--- src/rtl/transpose_sequencer.sv ---
// transpose_sequencer: credit-throttled job controller producing per-stage ctrl bits and output valid/last/idx for the transpose network
module transpose_sequencer #(
  parameter int NUM_PE     = 8,
  parameter int NUM_STAGES = NUM_PE - 1,
  parameter int CREDITS    = 4
) (
  input  logic                      clk,
  input  logic                      rst,
  input  logic                      start,
  input  logic                      mode_transpose,
  input  logic                      in_valid,
  output logic                      in_ready,
  output logic [NUM_STAGES-1:0]     stage_ctrl,
  output logic                      out_valid,
  output logic                      out_last,
  output logic [$clog2(NUM_PE)-1:0] out_idx,
  input  logic                      credit_return,
  output logic                      busy,
  output logic                      done,
  output logic                      credit_err
);
  localparam int W  = $clog2(NUM_PE);
  localparam int CW = $clog2(CREDITS + 1);
  typedef enum logic [1:0] {IDLE, LOAD, DRAIN, DONE} state_t;
  state_t                state_q;
  logic                  mode_q;
  logic [W-1:0]          k_q;
  logic [CW-1:0]         cred_q;
  logic                  err_q;
  logic [NUM_STAGES-1:0] pv_q;
  logic [NUM_STAGES-1:0] pl_q;
  logic [W-1:0]          pi_q [NUM_STAGES];
  logic                  acc;
  logic                  last;
  logic                  full;
  assign in_ready   = (state_q == LOAD) && (cred_q != '0);
  assign acc        = in_ready && in_valid;
  assign last       = k_q == W'(NUM_PE - 1);
  assign full       = cred_q == CW'(CREDITS);
  assign out_valid  = pv_q[NUM_STAGES-1];
  assign out_last   = pl_q[NUM_STAGES-1];
  assign out_idx    = pi_q[NUM_STAGES-1];
  assign busy       = state_q != IDLE;
  assign done       = state_q == DONE;
  assign credit_err = err_q;
  // Stage 0 sees the beat in its acceptance cycle; stage s sees it s cycles
  // later, when it sits in pipeline slot s-1, so its ctrl comes from that slot.
  assign stage_ctrl[0] = acc & mode_q & (k_q != '0);
  for (genvar s = 1; s < NUM_STAGES; s++) begin : g_ctrl
    assign stage_ctrl[s] = pv_q[s-1] & mode_q & (pi_q[s-1] > W'(s));
  end
  always_ff @(posedge clk) begin
    if (rst) begin
      state_q <= IDLE;
      mode_q  <= 1'b0;
      k_q     <= '0;
      cred_q  <= CW'(CREDITS);
      err_q   <= 1'b0;
      pv_q    <= '0;
      pl_q    <= '0;
      for (int j = 0; j < NUM_STAGES; j++) pi_q[j] <= '0;
    end else begin
      case (state_q)
        IDLE: if (start) begin
          state_q <= LOAD;
          mode_q  <= mode_transpose;
          k_q     <= '0;
        end
        LOAD: if (acc) begin
          k_q <= k_q + 1'b1;
          if (last) state_q <= DRAIN;
        end
        DRAIN: if (out_last) state_q <= DONE;
        DONE: state_q <= IDLE;
      endcase
      if (credit_return && full) err_q <= 1'b1;
      if (acc && !credit_return) cred_q <= cred_q - 1'b1;
      else if (credit_return && !acc && !full) cred_q <= cred_q + 1'b1;
      pv_q[0] <= acc;
      pl_q[0] <= acc & last;
      pi_q[0] <= acc ? k_q : '0;
      for (int j = 1; j < NUM_STAGES; j++) begin
        pv_q[j] <= pv_q[j-1];
        pl_q[j] <= pl_q[j-1];
        pi_q[j] <= pi_q[j-1];
      end
    end
  end
endmodule

--- config.mk ---
export PLATFORM = sky130hd
export DESIGN_NAME = transpose_sequencer
export DESIGN_NICKNAME = d
export VERILOG_FILES = /design/src/rtl/transpose_sequencer.sv
export SDC_FILE = /design/constraint.sdc
export NUM_CORES = 1
export LEC_CHECK = 0
export ABC_CLOCK_PERIOD_IN_PS = 2200
export CAP_MARGIN = 30
export CORE_MARGIN = 2
export CORE_UTILIZATION = 48
export CTS_CLUSTER_SIZE = 25
export DETAILED_ROUTE_END_ITERATION = 8
export PLACE_DENSITY = 0.8
export SYNTH_ARGS = -nofsm -noshare
export SYNTH_HDL_FRONTEND = slang
export SYNTH_SLANG_ARGS = --single-unit
export TNS_END_PERCENT = 100
--- constraint.sdc ---
create_clock -name clk -period 2.2 [get_ports clk]
set_clock_uncertainty 0.15 [all_clocks]
set_input_delay 0.44 -clock clk [delete_from_list [all_inputs] [get_ports clk]]
set_output_delay 0.44 -clock clk [all_outputs]
set_load 0.05 [all_outputs]
==> run metrics <==
status=finished clean; initial antenna violation count=0; Worst-Skew Late Latency=just under 0.3 ns; Async SR Flop Fraction=0%; aggregate global routing overflow=0; overall routing resource usage=~18%; number of global-route vias before repair=~1,300; full die area=roughly 4200 um^2; Layout Nets=216; H-tree Lvls=2; MaxCap Viol Count=0; Die H=roughly 65 um; first-pass GRT wire length=5.64 mm; Worst Max-Slew Pin Slew=about 0.5 ns; io pins=22; DP HPWL=2.51 mm; Final Critical Period=2.13 ns; first-iteration detailed-routing DRC count=48; Slowest-stage cell, CP=dfxtp_2; Power Total=between 2 and 2.5 mW; CTS sink cnt=45; PortBufs=21; clock-pin slew on the worst setup and hold paths=~0.08 ns; CP Capture Type=primary output; area grow syn2layout=25.3%; CP cell instances=inv_2, ha_4, buf_4, o311ai_4, nor2_2, buf_12; FILL cells=around 300; Final Max Tran Viols=0; fmax=about 470 MHz; die width=64.9 um; startpoint types=flip-flop; Crit path largest cell delay=between 0.3 and 0.4 ns; post-route DRC violation count=0; Rows=22; TritonCTS clock tree=yes; Max-slew headroom=67.0%; fin util=61.8%; post-synth cell types=between 40 and 50; worst path required time=approximately 1.6 ns; Main synth FF type=dfxtp_1; final hold violations=0; 1st-pass router iterations=4; Starting Density=between 40% and 50%; period utilization=a little over nine tenths; CP delay by family, top=buffers and inverters; pin count of the biggest net entering global routing=32; Hold Path Class=reg -> reg; clock root buffer=clkbuf_8; Post-DRT Antenna Nets=0; EDFF count, synth=0; RePlAce Congestion=between 0.8 and 0.9; cell count after synthesis=~170; CP Class=reg -> out; Synthesized Nets=~190; Yosys reg bits=45; yosys warns=0; Vias=roughly 1,300; Longest Clk Path Bufs=2; final setup fails=0; Post-Route WL=3.46 mm; Syn Area/Cell=about 10 um^2; Ant. Diodes=0; layout cell share with drive strength beyond 1=19.9%; sequential-to-total area share from yosys stat=50.6%; Crit path arrival time=around 1.5 ns; TritonCTS buffer count=5; Leak=between 0.9 and 1 nW; post-synthesis cell area=between 1500 and 2000 um^2; crit-path max FO=11; DR vias/cell=approximately 5.4; Pwr Density=slightly below 1000 nW/um^2; WP buf/inv=3; WL/cell=about 14 um; peak supply drop=around 0.00070 V; Core Region=between 3000 and 4000 um^2
==> layout make-up <==
type	instances	area, um^2	share of cell area [%]
Sequential cell	45	903	40.5
Multi-Input combinational cell	106	817	36.6
Timing Repair Buffer	32	304	13.6
Clock buffer	5	68.8	3.09
Tap cell	48	60.1	2.69
Inverter	11	41.3	1.85
Clock inverter	2	35.0	1.57
==> worst reg2reg max path: stages, from the launching register on <==
cell and delay, ns:
dfxtp_2 0.35, inv_2 0.08, ha_4 0.13, o311a_4 0.19
or2b_1 0.26, fa_2 0.54, nor3_1 0.05, mux2i_1 0.14
nand3_1 0.09
==> state kept, by name (all words and copies together) (netlist names) <==
signal	count
cred_q	3
credit_err	1
k_q	3
mode_q	1
pi_q	21
pl_q	7
pv_q	7
state_q	2
==> synth_stat cells (all sizes together) (2+ instances only) <==
library cell	n	area share, %
nand2b	2	0.70
nand3	4	1.1
nor2b	32	11
o311ai	3	2.5
buf	3	1.3
clkbuf	7	1.5
nand4	4	1.4
nor2	6	1.3
o21ai	2	0.56
a31oi	2	0.70
and3	3	1.2
ha	8	5.6
o211a	3	1.7
mux2i	2	1.1
nor3b	2	0.84
a22o	2	0.98
nor3	4	1.1
inv	10	2.1
nand2	6	1.3
a21oi	3	0.84
or4	3	1.3
dfxtp	45	51
==> where the power goes <==
| group | total, mW | internal, mW | switching, mW |
|---|---|---|---|
| sequential | 0.902 | 0.857 | 0.0453 |
| combinational | 0.675 | 0.295 | 0.380 |
| clock | 0.587 | 0.330 | 0.258 |
| total | 2.17 | 1.48 | 0.683 |
==> cell usage in the layout, fill, tap and decap left out, types with 2 or more instances in the layout <==
master and n:
clkdlybuf4s50_1 10, dfxtp_2 2, nor3b_1 2, nor3_1 4, nand2_1 6, and3_2 2
nand3_1 4, nor2b_1 32, buf_12 3, or4_1 3, clkbuf_8 5, nand4_1 4
a22o_1 2, a21oi_1 3, dfxtp_1 43, ha_1 7, o211a_1 3, buf_4 18
o21ai_0 2, mux2i_1 2, inv_1 9, a31oi_1 2, nor2_1 5
==> metrics by stage <==
stage	instances	instance area, um^2	setup TNS, ns	hold WS [ns]	setup slack (ns)
finish	249	2230	0	0.287	0.0712
floorplan	172	1800	0	0.264	0.0246
CTS	249	2220	0	0.291	0.0178
global placement	242	2110	-0.376	0.269	-0.195
global route	249	2230	-0.0108	0.309	-0.0108
detailed placement	242	2110	-0.609	0.273	-0.310
==> per-layer routing <==
metal / vias up / global-route usage [%] / wire length, um
met5: - / 0 / 0
met4: 0 / 7.18 / 87
met3: 11 / 4.86 / 199
met2: 42 / 32.1 / 1840
met1: 634 / 19.4 / 1330
li1: 650 / - / -
==> logic make-up (layout without fill, tap and decap cells) <==
group                      after synthesis  after routing  share of synthesized area (%)
muxes                                    2              2                           1.13
DFF                                     45             45                           50.6
buffers and inverters                   21             50                           5.20
AOI/OAI and AO/OA                       24             24                           12.7
adders and majority gates                9              9                           6.75
and+or+nand+nor                         71             71                           23.6
==> final timing paths <==
kind                    from             to  slack, ns  depth (start not counted)
setup / recovery  state_q[1]  stage_ctrl[0]       0.07                          6
hold reg to reg   pi_q[0][0]     pi_q[1][0]       0.29                          1
hold / removal    pi_q[0][0]     pi_q[1][0]       0.29                          1
setup reg to reg  state_q[1]      cred_q[1]       0.10                          8
==> repair_timing <==
action                                  CTS  global route
buffers inserted                          0             0
endpoints found under the setup margin    1             3
gates resized for setup                   2             3
pin swaps                                 2             1
hold buffers                              0             0
No activity file was read; power rests on OpenSTA's default activity.
